--- config.mk ---
export PLATFORM = sky130hd
export DESIGN_NAME = dphy_hs_byte_align
export DESIGN_NICKNAME = d
export VERILOG_FILES = /design/src/rtl/dphy_hs_byte_align.sv
export SDC_FILE = /design/constraint.sdc
export NUM_CORES = 1
export LEC_CHECK = 0
export ABC_CLOCK_PERIOD_IN_PS = 2900
export CAP_MARGIN = 20
export CORE_UTILIZATION = 51
export DETAILED_ROUTE_END_ITERATION = 12
export GPL_TIMING_DRIVEN = 0
export PLACE_DENSITY = 0.84
export SETUP_SLACK_MARGIN = 0.05
export SLEW_MARGIN = 15
export SYNTH_ARGS = -nofsm -noshare
export SYNTH_HDL_FRONTEND = slang
export SYNTH_SLANG_ARGS = --single-unit
--- constraint.sdc ---
create_clock -name byte_clk_i -period 2.9 [get_ports byte_clk_i]
set_clock_uncertainty 0.1 [all_clocks]
set_input_delay 0.435 -clock byte_clk_i [delete_from_list [all_inputs] [get_ports byte_clk_i]]
set_output_delay 0.435 -clock byte_clk_i [all_outputs]
set_load 0.1 [all_outputs]
--- src/rtl/dphy_hs_byte_align.sv ---
// dphy_hs_byte_align
// Byte aligner for one D-PHY HS data lane. It takes the free-running,
// arbitrarily bit-shifted byte stream from the lane deserializer, looks for the
// HS leader (8 zero bits then sync byte 8'hB8) at any of 8 bit offsets, locks
// to the first offset found and then streams aligned payload bytes.
//
// Optional feature (compile-time macro DPHY_ALIGN_SYNC_TOLERANT_EN):
//   When defined, a sync byte with exactly one bit wrong is also accepted.
//   Exact matches still take priority, and such a lock is flagged on
//   sync_corrected_o. When undefined, only exact sync bytes lock and
//   sync_corrected_o stays 0.
module dphy_hs_byte_align #(
  parameter int SEARCH_TIMEOUT = 255
) (
  input  logic       byte_clk_i,
  input  logic       rst_i,
  input  logic       enable_i,
  input  logic [7:0] byte_data_i,
  output logic [7:0] byte_data_o,
  output logic       valid_o,
  output logic       sync_found_o,
  output logic       sync_err_o,
  output logic       sync_corrected_o,
  output logic [2:0] bit_offset_o
);

  localparam int CNT_W = $clog2(SEARCH_TIMEOUT + 1);
  localparam logic [7:0] SYNC_BYTE = 8'hB8;

  typedef enum logic [1:0] {
    S_IDLE,
    S_SEARCH,
    S_LOCKED,
    S_FAIL
  } state_t;

  state_t           r_state;
  state_t           w_state_nxt;
  logic [CNT_W-1:0] r_cnt;
  logic [CNT_W-1:0] w_cnt_nxt;
  logic             w_found;
  logic             w_err;

  logic [7:0]       r_d0;
  logic [7:0]       r_d1;
  logic [7:0]       r_d2;
  logic [23:0]      w_win;

  logic             w_exact_hit;
  logic [2:0]       w_exact_k;
  logic             w_match;
  logic             w_corr;
  logic [2:0]       w_k;
  logic [4:0]       w_pay_lsb;

  // Window bits are oldest at bit 0: the oldest byte d2 sits at the bottom.
  assign w_win     = {r_d0, r_d1, r_d2};
  assign w_pay_lsb = {2'b00, bit_offset_o} + 5'd8;

  // Sliding 3-byte window; forced to all ones outside HS so a zero prefix can
  // only ever come from bits actually received in this burst.
  always_ff @(posedge byte_clk_i) begin
    if (rst_i || !enable_i) begin
      r_d0 <= 8'hFF;
      r_d1 <= 8'hFF;
      r_d2 <= 8'hFF;
    end else begin
      r_d0 <= byte_data_i;
      r_d1 <= r_d0;
      r_d2 <= r_d1;
    end
  end

  // Exact leader search; scanning downward leaves the lowest matching offset.
  always_comb begin
    w_exact_hit = 1'b0;
    w_exact_k   = 3'd0;
    for (int k = 7; k >= 0; k--) begin
      if (w_win[k +: 8] == 8'h00 && w_win[k + 8 +: 8] == SYNC_BYTE) begin
        w_exact_hit = 1'b1;
        w_exact_k   = 3'(k);
      end
    end
  end

`ifdef DPHY_ALIGN_SYNC_TOLERANT_EN
  logic       w_tol_hit;
  logic [2:0] w_tol_k;

  function automatic logic one_bit_off(input logic [7:0] b);
    return ($countones(b ^ SYNC_BYTE) == 1);
  endfunction

  // Single-bit-error sync search, used only when no exact match exists.
  always_comb begin
    w_tol_hit = 1'b0;
    w_tol_k   = 3'd0;
    for (int k = 7; k >= 0; k--) begin
      if (w_win[k +: 8] == 8'h00 && one_bit_off(w_win[k + 8 +: 8])) begin
        w_tol_hit = 1'b1;
        w_tol_k   = 3'(k);
      end
    end
  end

  assign w_match = w_exact_hit || w_tol_hit;
  assign w_k     = w_exact_hit ? w_exact_k : w_tol_k;
  assign w_corr  = !w_exact_hit && w_tol_hit;
`else
  assign w_match = w_exact_hit;
  assign w_k     = w_exact_k;
  assign w_corr  = 1'b0;
`endif

  // State and timeout counter registers.
  always_ff @(posedge byte_clk_i) begin
    if (rst_i) begin
      r_state <= S_IDLE;
      r_cnt   <= '0;
    end else begin
      r_state <= w_state_nxt;
      r_cnt   <= w_cnt_nxt;
    end
  end

  // Next state: a match beats a timeout landing on the same cycle.
  always_comb begin
    w_state_nxt = r_state;
    w_cnt_nxt   = r_cnt;
    w_found     = 1'b0;
    w_err       = 1'b0;
    if (!enable_i) begin
      w_state_nxt = S_IDLE;
    end else begin
      unique case (r_state)
        S_IDLE: begin
          w_state_nxt = S_SEARCH;
          w_cnt_nxt   = '0;
        end
        S_SEARCH: begin
          if (w_match) begin
            w_state_nxt = S_LOCKED;
            w_found     = 1'b1;
          end else if (r_cnt == CNT_W'(SEARCH_TIMEOUT)) begin
            w_state_nxt = S_FAIL;
            w_err       = 1'b1;
          end else begin
            w_cnt_nxt = r_cnt + CNT_W'(1);
          end
        end
        S_LOCKED: w_state_nxt = S_LOCKED;
        S_FAIL:   w_state_nxt = S_FAIL;
        default:  w_state_nxt = S_IDLE;
      endcase
    end
  end

  // Registered outputs: status pulses, held offset and aligned payload byte.
  always_ff @(posedge byte_clk_i) begin
    if (rst_i) begin
      byte_data_o      <= 8'h00;
      valid_o          <= 1'b0;
      sync_found_o     <= 1'b0;
      sync_err_o       <= 1'b0;
      sync_corrected_o <= 1'b0;
      bit_offset_o     <= 3'd0;
    end else begin
      sync_found_o     <= w_found;
      sync_err_o       <= w_err;
      sync_corrected_o <= w_found && w_corr;
      if (w_found) begin
        bit_offset_o <= w_k;
      end
      valid_o <= enable_i && (r_state == S_LOCKED);
      if (enable_i && (r_state == S_LOCKED)) begin
        byte_data_o <= w_win[w_pay_lsb +: 8];
      end
    end
  end

endmodule

# Yosys cells after proc, flatten, opt, wreduce, memory -nomap -nowiden
# Index checks and enable logic that the tools add are counted.
# Widths: inputs -> output; s select.
# classes
addsub	2
eq_ne	15
shifts	1
mux	26
bitwise	2
n_reduce_logical	24
# op_table
operator	n
$eq 8x8->1 const B	9
$logic_not 8->1	8
$mux 3	8
$shiftx 24x6->8	1
$mux 8	2
$pmux 8 s2	1
$mux 1	12
$logic_and 1x1->1	9
$add 8x1->8 const B	1
$pmux 2 s4	1
$add 3x4->5 const B	1
$eq 2x2->1 const B	2
$mux 2	2
$ne 2x2->1 const B	2
$reduce_and 4->1	1
$reduce_or 4->1	1
$ne 3x3->1 const B	1
$eq 2x1->1 const B	1
$logic_not 2->1	1
$not 1->1	2
$reduce_bool 2->1	1
$reduce_or 2->1	1
$logic_not 1->1	1
$logic_or 1x1->1	1
# word_totals
regBits	48
word_cells	80

# Logic depth before layout (Yosys ltp)
# depth
word_depth	13
mapped_depth	9

# Least setup slack after synthesis
# No wires, ideal clock.
# synth_path
kind	flip-flop to flip-flop
start	register bit_offset_o[1]
end	register byte_data_o[4]
setup_time_ns	0.128
arrival_time_ns	2.260
setup_slack_ns	0.413
path_stages_with_launch	8
path_buffers	2
period_less_slack_ns	2.487
cell_sequence	dfxtp_1 -> clkbuf_1 -> clkbuf_1 -> mux4_2 -> nand2_1 -> o211ai_1 -> o21ai_0 -> nor2_1
# synth_via
elab_chain_len	2
# synth_lines
element	line_no	text
from (decl)	24	output logic [2:0] bit_offset_o
from (signal assigned)	172	bit_offset_o <= w_k;
$add 3x4->5	58	assign w_pay_lsb = {2'b00, bit_offset_o} + 5'd8;
$shiftx 24x6->8	176	byte_data_o <= w_win[w_pay_lsb +: 8];
to (signal assigned)	176	
to (decl)	19	output logic [7:0] byte_data_o,
# Every way passes these cells.
# A chain may end at the register's enable or synchronous reset.

# Final worst setup path
# layout_path
start	input port enable_i
end	register r_cnt[2]
# layout_via
elab_chain_len	1
# layout_lines
element	line_no	text
from (decl)	17	input logic enable_i,
$reduce_and 4->1 (no source line)	-	
to (signal assigned)	122	r_cnt <= w_cnt_nxt;
to (decl)	39	logic [CNT_W-1:0] r_cnt;
# Every way passes these cells.

==> run summary <==
The weighted congestion at the end of routability-driven global placement is 0.907. The required time of the worst setup path came out at about 3.0 ns. The core region is 4470 sq um. The post-synthesis net count is roughly 280.

The post-detailed-placement half-perimeter wirelength is approximately 3.9 mm. The net count reported at finish came out at 315. The total power density per cell area came out at around 440 nW/um^2. The clock share of power is approximately two fifths.

The combinational group share of total power came out at ~5.5%. The largest fanout on the critical path came out at 10. In this run the worst hold path is classified as reg2reg.

The average wire per standard cell is between 15 and 20 um. At the later pin of the worst-skew pair, clock insertion delay measures 0.31 ns. The total DRC errors in the routed layout came out at 8. The minimum setup slack among reg-to-reg paths came out at about 0.43 ns. The number of flops mapped to enable cells by yosys came out at 0. The detailed-router iteration count before antenna repair is 10.

The number of sinks on the clock net came out at 48. The vertical extent of the die came out at between 70 and 80 um. In the synthesized netlist the dominant register cell turns out to be sky130_fd_sc_hd__dfxtp_1. The final reports fail on DRC. For this design the static power due to leakage is 1.01 nW. The total number of H-tree levels came out at 2.

The number of buffers added by the clock tree synthesis step is 5. Setup violations remaining at the end of the flow were counted as 0. The number of global-route vias before repair was around 1900. The clock transition at the registers of the reported paths is 0.10 ns. The final hold violation count is 0. The run finished, with violations left. Input and output buffers added on the ports amount to 24. The tool flagged a number of max-cap violations equal to 0. The global-route congestion overflow total is 0. The post-route total power came out at between 0.001 and 0.0015 W. Across all hold checks on the routed design, the worst slack comes to ~0.31 ns.

The final count of pins violating max slew is 0. The slew at the pin closest to its max-slew limit came out at between 0.9 and 1 ns. The maximum number of pins on one net before global-route repair came out at 17.

The synthesized design contains 48 register bits. The post-route fraction of the period consumed by the critical path came out at 85.5%. The worst pin sits at a relative slew slack of a little over a third. The smallest clock period supported by the final layout is computed as 2.48 ns. The final-layout setup total negative slack came out at 0 ns.

The number of synthesis warnings is 0. The cell type contributing the most total cell area after synthesis is sky130_fd_sc_hd__dfxtp_1. The total internal power came out at about 0.00096 W. The area share of the largest cell type after synthesis came out at 39.6%. The first-pass GRT wire length is about 8.7 mm. The routed via count divided by cell count came out at around 6.1. The cell sitting at the root of the clock tree is a sky130_fd_sc_hd__clkbuf_8. The number of antenna diodes in the final layout is 0. The die covers roughly 5000 sq um.

The worst setup path is captured at a register. Summing over every cut layer, the via total after detailed routing is ~2200. The horizontal die dimension came out at between 70 and 80 um.

After synthesis, the cell types taking the most area are sky130_fd_sc_hd__dfxtp_1, sky130_fd_sc_hd__nand2b_1, sky130_fd_sc_hd__mux4_2, sky130_fd_sc_hd__nand2_1, sky130_fd_sc_hd__mux2i_1. The longest clock path from root to sink contains 2 buffers. The number of antenna violations at the first check in global routing is 0.

The share of cells above drive strength 1 is 10.9%. The number of library cell types mapped by synthesis came out at 52. The post-synthesis async set-or-reset flop share came out at 0%. The number of routed nets with antenna violations came out at 0. The timing-limited maximum frequency is 0.403 GHz.

The total instance count after detailed placement is around 350. The boundary pin count came out at 26. The cell count after synthesis is ~270.

A synthesized cell averages slightly below 9 sq um. The number of rows created at floorplan came out at 24. The number of gates resized after cts is 0. In the global route stage, overall resource usage came out at between 20 and 25%. The sequential cell area fraction in the yosys report is around 40%. The initial cell density of the core came out at between 50% and 60%. TritonCTS built the clock tree. The share of total power in sequential cells is 54.3%. The post-CTS setup buffer count came out at 0. The category of the most critical setup path is in2reg. The peak supply drop is between 0.0003 and 0.0004 V. The hold buffer count at CTS came out at 0.

The worst setup path is launched from a primary input. Of the total power, the share spent switching nets is 23.0%. The post-layout instance count excluding filler cells came out at roughly 360. The growth of design area from synthesis to finish is 17.3%. The arrival time of the worst setup path is between 2 and 3 ns. The violation count after the first detailed-routing iteration came out at 243.

The overall routed net length is between 5 and 6 mm. The reported net switching power is ~0.00029 W. Setup repair after global routing left no endpoint under its margin.

In this run the cell area of the synthesized design comes to about 2400 sq um.
## final timing paths
check                start       end  cells after the start
hold reg to reg    r_d0[7]   r_d1[7]                      1
setup reg to reg   r_d0[3]  r_cnt[0]                      8
setup / recovery  enable_i  r_cnt[2]                      7
hold / removal     r_d0[7]   r_d1[7]                      1
## critical path: stages
cell,delay [ns]
sky130_fd_sc_hd__clkdlybuf4s50_1,0.55
sky130_fd_sc_hd__nor2b_1,0.15
sky130_fd_sc_hd__clkbuf_1,0.39
sky130_fd_sc_hd__nand2_1,0.21
sky130_fd_sc_hd__or2_2,0.38
sky130_fd_sc_hd__or2_2,0.31
sky130_fd_sc_hd__o31ai_1,0.19
## routing by layer
| layer | track usage [%] | wire, um | share of wire, % |
|---|---|---|---|
| met5 | 0 | 0 | 0 |
| met4 | 8.67 | 89 | 1.7 |
| met3 | 5.13 | 407 | 7.6 |
| met2 | 35.6 | 2480 | 46 |
| met1 | 29.0 | 2390 | 45 |
## through the flow
step / setup slack (ns) / util [%] / area, sq um
4_1_cts: 0.437 / 63.6 / 2840
6_report: 0.421 / 63.6 / 2840
3_3_place_gp: 0.158 / 61.0 / 2730
3_5_place_dp: 0.141 / 61.0 / 2730
5_1_grt: 0.230 / 63.6 / 2840
2_1_floorplan: 0.413 / - / 2420
## layout by cell type (no fill, tap or decap), drive strengths merged, types with 11 or more instances in the layout
master / instances
clkbuf: 13
nand2: 30
nand3: 12
clkdlybuf4s50: 24
inv: 13
nand2b: 21
dfxtp: 48
nor2: 18
a21oi: 11
## final cells by class
| class | instances | area, sq um |
|---|---|---|
| plain buffers | 16 | 103 |
| clock buffers | 5 | 68.8 |
| clock inverters | 3 | 46.3 |
| fillers | 392 | 1630 |
| inverters | 12 | 45.0 |
| multi-input cells | 196 | 1320 |
| flip-flops and latches | 48 | 961 |
| well taps | 52 | 65.1 |
| repair buffers | 24 | 240 |
## power groups by stage
stage	clock network [W]	registers (W)	logic (W)
6_report	0.000500	0.000676	0.0000688
5_1_grt	0.000532	0.000678	0.0000744
4_1_cts	0.000504	0.000677	0.0000683
3_5_place_dp	0	0.000692	0.0000677
3_3_place_gp	0	0.000691	0.0000668
2_1_floorplan	0	0.000688	0.0000446
## synthesized netlist by cell type (all sizes together), types with 2 or more instances
cell    instances
o22ai           3
nor4bb          2
mux2            3
nand3          12
a31oi           3
inv            12
mux4            6
nor2           18
nor4b           7
a211oi          3
buf             8
o311ai          2
clkbuf          8
o21ai           8
nor2b           2
nand2b         21
or4             6
o211ai          6
nor3            8
nor3b           2
nand4           8
a22oi           4
mux2i           8
or2             4
dfxtp          48
nand2          30
o31ai           3
a21oi          11
a311oi          2
## logic make-up after synthesis
kind of cell	synth area share, %
flops	39.6
fa+ha+maj	0.516
compound gates	14.1
buf+inv	6.09
other cells	0.155
mux	10.4
simple gates	29.1
## flip-flops by register name, indices dropped and copies added (netlist names)
name,count
r_d1,8
r_state,2
r_d0,8
sync_found_o,1
byte_data_o,8
bit_offset_o,3
valid_o,1
sync_err_o,1
r_d2,8
r_cnt,8
Note: power is estimated with default switching activity, not from simulation.
